`config.mk`:
```
export PLATFORM = sky130hd
export DESIGN_NAME = dot_product_k_flat
export DESIGN_NICKNAME = d
export VERILOG_FILES = /design/src/rtl/dot_product_k_if.sv /design/src/rtl/dot_product_k.sv /design/src/flat_wrapper.sv
export SDC_FILE = /design/constraint.sdc
export NUM_CORES = 1
export LEC_CHECK = 0
export ABC_AREA = 1
export BUFFER_PORTS_ARGS = -buffer_cell sky130_fd_sc_hd__buf_2
export CORE_ASPECT_RATIO = 0.7
export CORE_MARGIN = 2
export CORE_UTILIZATION = 45
export DETAILED_ROUTE_END_ITERATION = 8
export PLACE_DENSITY = 0.67
export SLEW_MARGIN = 20
export SYNTH_ARGS = -nofsm -noshare
export SYNTH_HDL_FRONTEND = slang
export SYNTH_SLANG_ARGS = --single-unit
```
`constraint.sdc`:
```
create_clock -name clk -period 9.4 [get_ports clk]
set_input_delay 0.47 -clock clk [delete_from_list [all_inputs] [get_ports clk]]
set_output_delay 0.47 -clock clk [all_outputs]
set_load 0.005 [all_outputs]
```
`src/rtl/dot_product_k_if.sv`:
```
// ============================================================================
// Module   : dot_product_k_if
// Brief    : Vector-in / result-out handshake bundle for dot_product_k.
// Revision : 1.0
// ============================================================================
`default_nettype none

interface dot_product_k_if #(
  parameter int W = 16,
  parameter int K = 4
);
  logic           in_v;
  logic           in_rdy;
  logic [K*W-1:0] a_flat;
  logic [W-1:0]   out;
  logic           out_sat;
  logic           out_v;
  logic           out_rdy;

  modport master (
    output in_v, a_flat, out_rdy,
    input  in_rdy, out, out_sat, out_v
  );

  modport slave (
    input  in_v, a_flat, out_rdy,
    output in_rdy, out, out_sat, out_v
  );
endinterface

`default_nettype wire

```
`src/rtl/dot_product_k.sv`:
```
// ============================================================================
// Module   : dot_product_k
// Brief    : K-term signed Q-format dot product with bias, round-half-up and saturation.
// Revision : 1.0
// ============================================================================
`default_nettype none

module dot_product_k #(
  parameter int W    = 16,
  parameter int K    = 4,
  parameter int FRAC = 12,
  // Weights 0..K-1 at [k*W +: W], bias at [K*W +: W]
  parameter logic [(K+1)*W-1:0] B_VALUES = {16'h0400, 16'h2000, 16'hF000, 16'h0800, 16'h1000}
) (
  input  wire logic         clk,
  input  wire logic         rst,
  dot_product_k_if.slave    bus
);

  localparam int ACC_W = 2*W + $clog2(K) + 1;
  localparam int KW    = (K > 1) ? $clog2(K) : 1;

  localparam logic signed [ACC_W-1:0] c_RND =
      (FRAC > 0) ? ({{(ACC_W-1){1'b0}}, 1'b1} << ((FRAC > 0) ? FRAC-1 : 0)) : '0;
  localparam logic signed [ACC_W-1:0] c_MAX = {{(ACC_W-W+1){1'b0}}, {(W-1){1'b1}}};
  localparam logic signed [ACC_W-1:0] c_MIN = {{(ACC_W-W+1){1'b1}}, {(W-1){1'b0}}};

  typedef enum logic [2:0] {
    S_IDLE  = 3'd0,
    S_MULT  = 3'd1,
    S_ADD   = 3'd2,
    S_SCALE = 3'd3,
    S_HOLD  = 3'd4
  } state_t;

  state_t                  r_state, w_state_nxt;
  logic signed [W-1:0]     r_a   [K];
  logic signed [W-1:0]     w_wt  [K];
  logic signed [W-1:0]     w_bias;
  logic [KW-1:0]           r_k;
  logic signed [2*W-1:0]   r_prod;
  logic signed [2*W-1:0]   w_mult;
  logic signed [ACC_W-1:0] r_acc;
  logic signed [ACC_W-1:0] w_prod_ext;
  logic signed [ACC_W-1:0] w_seed;
  logic signed [ACC_W-1:0] w_rounded;
  logic signed [ACC_W-1:0] w_scaled;
  logic signed [W-1:0]     w_sat_val;
  logic                    w_clip;
  logic                    w_last;
  logic [W-1:0]            r_out;
  logic                    r_out_sat;
  logic                    r_out_v;

  generate
    for (genvar g = 0; g < K; g++) begin : g_rom
      assign w_wt[g] = B_VALUES[g*W +: W];
    end
  endgenerate
  assign w_bias = B_VALUES[K*W +: W];

  assign w_last     = (r_k == KW'(K-1));
  assign w_mult     = r_a[r_k] * w_wt[r_k];
  assign w_prod_ext = {{(ACC_W-2*W){r_prod[2*W-1]}}, r_prod};
  assign w_seed     = {{(ACC_W-W){w_bias[W-1]}}, w_bias} <<< FRAC;
  assign w_rounded  = r_acc + c_RND;
  assign w_scaled   = w_rounded >>> FRAC;

  always_comb begin
    w_sat_val = w_scaled[W-1:0];
    w_clip    = 1'b0;
    if (w_scaled > c_MAX) begin
      w_sat_val = c_MAX[W-1:0];
      w_clip    = 1'b1;
    end else if (w_scaled < c_MIN) begin
      w_sat_val = c_MIN[W-1:0];
      w_clip    = 1'b1;
    end
  end

  always_ff @(posedge clk or posedge rst) begin
    if (rst) r_state <= S_IDLE;
    else     r_state <= w_state_nxt;
  end

  always_comb begin
    w_state_nxt = r_state;
    case (r_state)
      S_IDLE:  if (bus.in_v) w_state_nxt = S_MULT;
      S_MULT:  if (w_last) w_state_nxt = S_ADD;
      S_ADD:   w_state_nxt = S_SCALE;
      S_SCALE: w_state_nxt = S_HOLD;
      S_HOLD:  if (bus.out_rdy) w_state_nxt = S_IDLE;
      default: w_state_nxt = S_IDLE;
    endcase
  end

  // Activation capture: the vector is frozen at acceptance, upstream may move on
  always_ff @(posedge clk) begin
    if (r_state == S_IDLE && bus.in_v) begin
      for (int i = 0; i < K; i++) r_a[i] <= bus.a_flat[i*W +: W];
    end
  end

  always_ff @(posedge clk or posedge rst) begin
    if (rst) begin
      r_k       <= '0;
      r_prod    <= '0;
      r_acc     <= '0;
      r_out     <= '0;
      r_out_sat <= 1'b0;
      r_out_v   <= 1'b0;
    end else begin
      case (r_state)
        S_IDLE: if (bus.in_v) begin
          r_acc  <= w_seed;
          r_k    <= '0;
          r_prod <= '0;
        end
        S_MULT: begin
          // Product is pipelined one cycle ahead of the accumulate
          r_prod <= w_mult;
          r_acc  <= r_acc + w_prod_ext;
          r_k    <= w_last ? '0 : r_k + KW'(1);
        end
        S_ADD:   r_acc <= r_acc + w_prod_ext;
        S_SCALE: begin
          r_out     <= w_sat_val;
          r_out_sat <= w_clip;
          r_out_v   <= 1'b1;
        end
        S_HOLD:  if (bus.out_rdy) r_out_v <= 1'b0;
        default: ;
      endcase
    end
  end

  assign bus.in_rdy  = (r_state == S_IDLE);
  assign bus.out     = r_out;
  assign bus.out_sat = r_out_sat;
  assign bus.out_v   = r_out_v;

endmodule

`default_nettype wire

```
`src/flat_wrapper.sv`:
```
// flat-port wrapper written by rule: the top's interface ports become plain ports
module dot_product_k_flat 
#(
  parameter int W    = 16,
  parameter int K    = 4,
  parameter int FRAC = 12,
                                                     
  parameter logic [(K+1)*W-1:0] B_VALUES = {16'h0400, 16'h2000, 16'hF000, 16'h0800, 16'h1000}
)
  (clk, rst, bus_in_v, bus_a_flat, bus_out_rdy, bus_in_rdy, bus_out, bus_out_sat, bus_out_v);
  dot_product_k_if #(.W(W), .K(K)) bus_i ();
  input  wire logic clk;
  input  wire logic rst;
  input wire logic [$bits(bus_i.in_v)-1:0] bus_in_v;
  input wire logic [$bits(bus_i.a_flat)-1:0] bus_a_flat;
  input wire logic [$bits(bus_i.out_rdy)-1:0] bus_out_rdy;
  output wire logic [$bits(bus_i.in_rdy)-1:0] bus_in_rdy;
  output wire logic [$bits(bus_i.out)-1:0] bus_out;
  output wire logic [$bits(bus_i.out_sat)-1:0] bus_out_sat;
  output wire logic [$bits(bus_i.out_v)-1:0] bus_out_v;
  assign bus_i.in_v = bus_in_v;
  assign bus_i.a_flat = bus_a_flat;
  assign bus_i.out_rdy = bus_out_rdy;
  assign bus_in_rdy = bus_i.in_rdy;
  assign bus_out = bus_i.out;
  assign bus_out_sat = bus_i.out_sat;
  assign bus_out_v = bus_i.out_v;
  dot_product_k #(.W(W), .K(K), .FRAC(FRAC), .B_VALUES(B_VALUES)) u_core (.clk(clk), .rst(rst), .bus(bus_i));
endmodule
```
Word level (Yosys, flattened, before mapping)
Memory sizes are Yosys's and may differ from the RTL's.
Cells that the tools add are included.
{"block": "totals", "regBits": 90, "ram_bits": 64, "inputBits": 68, "output_inout_bits": 19, "wordCells": 56, "mem_count": 1}
{"block": "op_classes", "add_sub_neg": 3, "n_mul": 1, "order_cmp": 3, "n_eq_ne": 8, "mux": 22, "n_bitwise": 1, "reduce_logical": 10}
{"memory": "u_core.r_a", "depth": 4, "word_bits": 16, "read_ports": 1, "rd_clocked_by_memory_dff": 0, "write_ports": 4, "line_no": "dot_product_k.sv:37", "text": "logic signed [W-1:0] r_a [K];"}
{"cell": "one-hot mux 35 bit (2 select lines)", "count": 1}
{"cell": "2-to-1 mux 16 bit", "count": 4}
{"cell": "one-hot mux 32 bit (2 select lines)", "count": 1}
{"cell": "adder 35 x 13 -> 35 bit, second input constant", "count": 1}
{"cell": "adder 35 x 32 -> 35 bit", "count": 1}
{"cell": "2-to-1 mux 35 bit", "count": 1}
{"cell": "binary-select mux 16 bit (select 2 bit)", "count": 1}
{"cell": "multiplier 16 x 16 -> 32 bit", "count": 1}
{"cell": "2-to-1 mux 32 bit", "count": 1}
{"cell": "> comparator 23 x 16 -> 1 bit, second input constant", "count": 1}
{"cell": "< comparator 23 x 16 -> 1 bit, second input constant", "count": 1}
{"cell": "one-hot mux 3 bit (5 select lines)", "count": 1}
{"cell": "2-to-1 mux 3 bit", "count": 3}
{"cell": "equality test 3 x 2 -> 1 bit, second input constant", "count": 2}
{"cell": "AND reduction 2 bit", "count": 3}
{"cell": "nonzero test 2 bit", "count": 3}
{"cell": "2-to-1 mux 1 bit", "count": 5}
{"cell": "2-to-1 mux 2 bit", "count": 2}
{"cell": "inequality test 2 bit, second input constant", "count": 2}
{"cell": "one-hot mux 2 bit (2 select lines)", "count": 1}
{"cell": "equality test 3 x 1 -> 1 bit, second input constant", "count": 1}
{"cell": "equality test 3 bit, second input constant", "count": 1}
{"cell": "greater-or-equal comparator 3 bit, second input constant", "count": 1}
{"cell": "zero test 3 bit", "count": 1}
{"cell": "other kinds (8)", "count": 8}

Longest topological paths before layout
{"block": "depth", "word_depth": 6, "ltp_mapped": 32, "mapped_depth_nobuf": 30}

Worst setup path before layout
Ideal clock, no wire load.
{"block": "synth_timing", "kind": "flip-flop to flip-flop", "start": "reg u_core.r_k[0]", "end": "reg u_core.r_prod[25]", "setup_ps": 135, "t_arrival_ps": 5353, "required_ps": 9265, "slack_ps": 3911, "path_stages_with_launch": 29, "n_path_buf": 3, "synth_period_minus_slack_ps": 5489, "cell_sequence": "dfrtp_1 > clkbuf_1 > inv_1 > clkbuf_1 > ha_1 > inv_1 > clkbuf_1 > nor2_1 > fa_1 > fa_1 > inv_1 > fa_1 > inv_1 > ha_1 > ha_1 > ha_1 > ha_1 > fa_1 > nand3_1 > nand3_1 > nand2_1 > nand2_1 > nand2_1 > nand2_1 > nand2_1 > nand2_1 > o21ai_0 > xor2_1 > o21ai_0"}
{"block": "synth_via", "elab_chain_cells": 6, "elab_cells_between_ends": 7, "classes_between": "1 x mul; 4 x mux; 1 x bitwise; 1 x memory"}
{"element": "start, declared", "line_no": "dot_product_k.sv:40", "text": "logic [KW-1:0] r_k;"}
{"element": "start signal, assigned", "line_no": "dot_product_k.sv:124", "text": "r_k <= w_last ? '0 : r_k + KW'(1);"}
{"element": "inverter 2 -> 3 bit (not written as such)", "line_no": "dot_product_k.sv:63", "text": "assign w_mult = r_a[r_k] * w_wt[r_k];"}
{"element": "binary-select mux 16 bit (select 2 bit)", "line_no": "dot_product_k.sv:63"}
{"element": "2-to-1 mux 16 bit (not written as such) (2 in a row)", "line_no": "dot_product_k.sv:63"}
{"element": "multiplier 16 x 16 -> 32 bit (*)", "line_no": "dot_product_k.sv:63"}
{"element": "one-hot mux 32 bit (2 select lines) (*)", "line_no": "dot_product_k.sv:114", "text": "case (r_state)"}
{"element": "end signal, assigned", "line_no": "dot_product_k.sv:122", "text": "r_prod <= w_mult;"}
{"element": "end, declared", "line_no": "dot_product_k.sv:41", "text": "logic signed [2*W-1:0] r_prod;"}
Mark *: on every way between the ends. The rest lies on a longest branch, timed or not. The select of a mux whose other input is x is not followed.
A chain may end at the register's enable or synchronous reset.

Final worst setup path
{"block": "layout_timing", "start": "reg u_core.r_k[1]", "end": "reg u_core.r_prod[30]"}
Same word-level chain as after synthesis.

==> results.yml <==
grt:
  grt_max_degree: 69
  antenna_found_initial: 0
  grt_pass1_vias: 7629
  grt_overflow: 0
  grt_pass1_wl_um: 38700
  track_usage_pct: 20.8
clock_network:
  cts.htree.levels: 4
  post_cts_buffers: 0
  cts_tree: "done"
  cts.root.buffer_cell: "clkbuf_16"
  clk_latency_ps: 440
  ctsLongestPathBuffers: 2
  ctsResizeCount: 0
  hold_buffers: 0
  clk_pin_slew_ps: 70
  cts_buffers: 17
  clock-sinks: 132
die:
  die_w_um: 185
  dieArea_mm2: 0.0241
  num_rows: 46
  core_area_mm2: 0.0225
  die_h_um: 130
  start_util_pct: 45.6
  io_pins: 87
setup_path:
  worst_ep_required_time_ps: 9710
  critical-path-max-stage-delay_ps: 840
  startpoint_type: "register"
  cp.arrival_ps: 7040
  path_buf_inv: 5
  cp_slowest_cell: "dfrtp_1"
  crit_type: "reg -> reg"
  path_delay_family: "adder cells"
  end_kind: "register"
  worstPathMaxFanout: 19
  worstPathCellList: "clkinv_1, nor3_1, inv_1, nand2_1, inv_1, nor2_1, fa_1, fa_1, inv_1, fa_1, inv_1, ha_1, ha_1, ha_1, ha_1, nand2_1, nor3_1, nand3_1, nand3_1, nand4_1, o211ai_1, nand2_1, nand2_1, o21ai_0"
placed_design:
  hpwl_um: 18900
  place_congestion: 0.977
  dpl_cell_area_mm2: 0.0110
  dp_cells: 1575
  port_buffers: 86
logic_synthesis:
  netlist_top_cells_count: "nand2_1 (211), nor2_1 (196), inv_1 (149)"
  yosysTopAreaCell: "edfxtp_1"
  synth-edff-count: 64
  yosysSeqAreaShare_pct: 35.3
  yosysMostFrequentCell: "nand2_1"
  syn-cell-area_mm2: 0.0103
  syn_area_per_cell_um2: 8.58
  synth_top_area_share_pct: 18.7
  syn_nets: 1425
  synthFlopType: "dfrtp_1"
  netlist_top_cells_area: "edfxtp_1 (19%), dfrtp_1 (17%), ha_1 (13%)"
  ys_warn_count: 0
  postSynth.asyncResetShare_pct: 51.5
  ys_ff_latch: 132
  synth_cells: 1197
  synth_cell_types: 45
finish:
  syn2layout_area_growth_pct: 13.3
  layout.nets: 1510
  final_cell_area_mm2: 0.0116
  num_antenna_cells: 0
  fin_cells: 1607
  drive_gt1_share_pct: 13.4
timing:
  drv_slew: 0
  fin_skew_ps: 12.6
  slew_headroom_pct: 29.8
  period_share_pct: 71.6
  timing.fmax_mhz: 149
  setup_viol: 0
  fin_crit_ps: 6730
  fin_setup_tns_ps: 0
  rsz0062_at_grt: "no"
  tightest_slew_ps: 1050
  hold_viol_final: 0
outcome:
  status: "completed"
drt:
  dr.pass1.iters: 5
  wirelength_um: 24300
  via_per_inst: 5.16
  drc: 0
  drt_iter0_markers: 635
  num_vias: 8289
  avgRoutedWirePerCell_um: 15.1
  drtAntennaViolNets: 0
run:
  cap_violations: 0
hold_path:
  hold_class: "in -> reg"
area by class of cell:
class,count,area [um^2]
clock buffer,17,425
tap,312,390
sequential,132,3620
inverter,155,582
fill,2095,10900
timing repair buffer,93,483
multi-input combinational,883,5930
clock inverter,15,194
flip-flops by register name, indices dropped and copies added (netlist names):
name                cells
u_core.bus.out         16
u_core.r_k              2
u_core.bus.out_sat      1
u_core.bus.out_v        1
u_core.r_acc           24
u_core.r_prod          21
u_core.r_state          3
u_core.r_a             64
metal layers:
metal / up-vias / track usage (%) / wire, um
met4: 0 / 4.94 / 253
li1: 4113 / - / -
met5: - / 0 / 0
met2: 263 / 28.8 / 9620
met3: 30 / 4.63 / 1700
met1: 3883 / 32.7 / 12800
logic make-up (layout without fill, tap and decap cells):
| kind of cell | Yosys count | count (layout) | synth area share (%) |
|---|---|---|---|
| DFF | 132 | 132 | 35.3 |
| adders and majority gates | 160 | 160 | 23.3 |
| and+or+nand+nor | 520 | 520 | 22.4 |
| xor gates and xnor gates | 31 | 31 | 2.72 |
| buffers and inverters | 182 | 280 | 6.96 |
| AOI/OAI and AO/OA | 172 | 172 | 9.31 |
stage by stage:
stage                     hold WS (ps)  util (%)  worst slack (ps)
after detailed placement           460      48.9              2720
final                              204      51.7              2670
after CTS                          187      51.7              2670
after floorplan                    453         -              3910
after global placement             459      48.9              2850
after global routing               194      51.7              2210
cells in the final DEF (no fill, tap or decap), types with 2 or more instances in the layout:
cell type	n
clkinv_4	3
nor3_4	2
o22ai_1	7
o21ai_0	77
xor2_1	20
a21oi_1	52
inv_2	7
nand4_1	9
buf_2	86
inv_8	2
nand2_2	5
a221oi_1	2
inv_6	5
nor3_2	3
nor2_1	196
clkinv_1	2
nand2_1	211
edfxtp_1	64
fa_1	52
o21a_1	2
nand3_2	23
bufinv_16	3
nand3_1	37
a21o_1	5
clkbuf_16	17
o21bai_1	5
o21ai_1	9
or2_2	2
inv_1	147
nand3b_1	5
nor3_1	21
nor2_2	2
a32o_1	3
ha_1	108
dfrtp_1	67
xnor2_1	10
a22o_1	5
buf_4	7
final timing paths:
path / startpoint / endpoint / slack, ps / depth (start not counted)
max: u_core.r_k[1]$_DFFE_PP0P_ / u_core.r_prod[30]$_DFFE_PP0P_ / 2670 / 24
min: bus_a_flat[26] / u_core.r_a[1][10]$_DFFE_PP_ / 200 / 1
max reg2reg: u_core.r_k[1]$_DFFE_PP0P_ / u_core.r_prod[30]$_DFFE_PP0P_ / 2670 / 24
min reg2reg: u_core.bus.out_sat$_DFFE_PP0P_ / u_core.bus.out_sat$_DFFE_PP0P_ / 470 / 2
max in group asynchronous: rst / u_core.r_k[0]$_DFFE_PP0P_ / 8460 / 3
min in group asynchronous: rst / u_core.bus.out_v$_DFFE_PP0P_ / 290 / 3
Power is left out: the tool's default activity adds up to more than one toggle a clock period on the data nets, which glitch-free logic cannot reach.
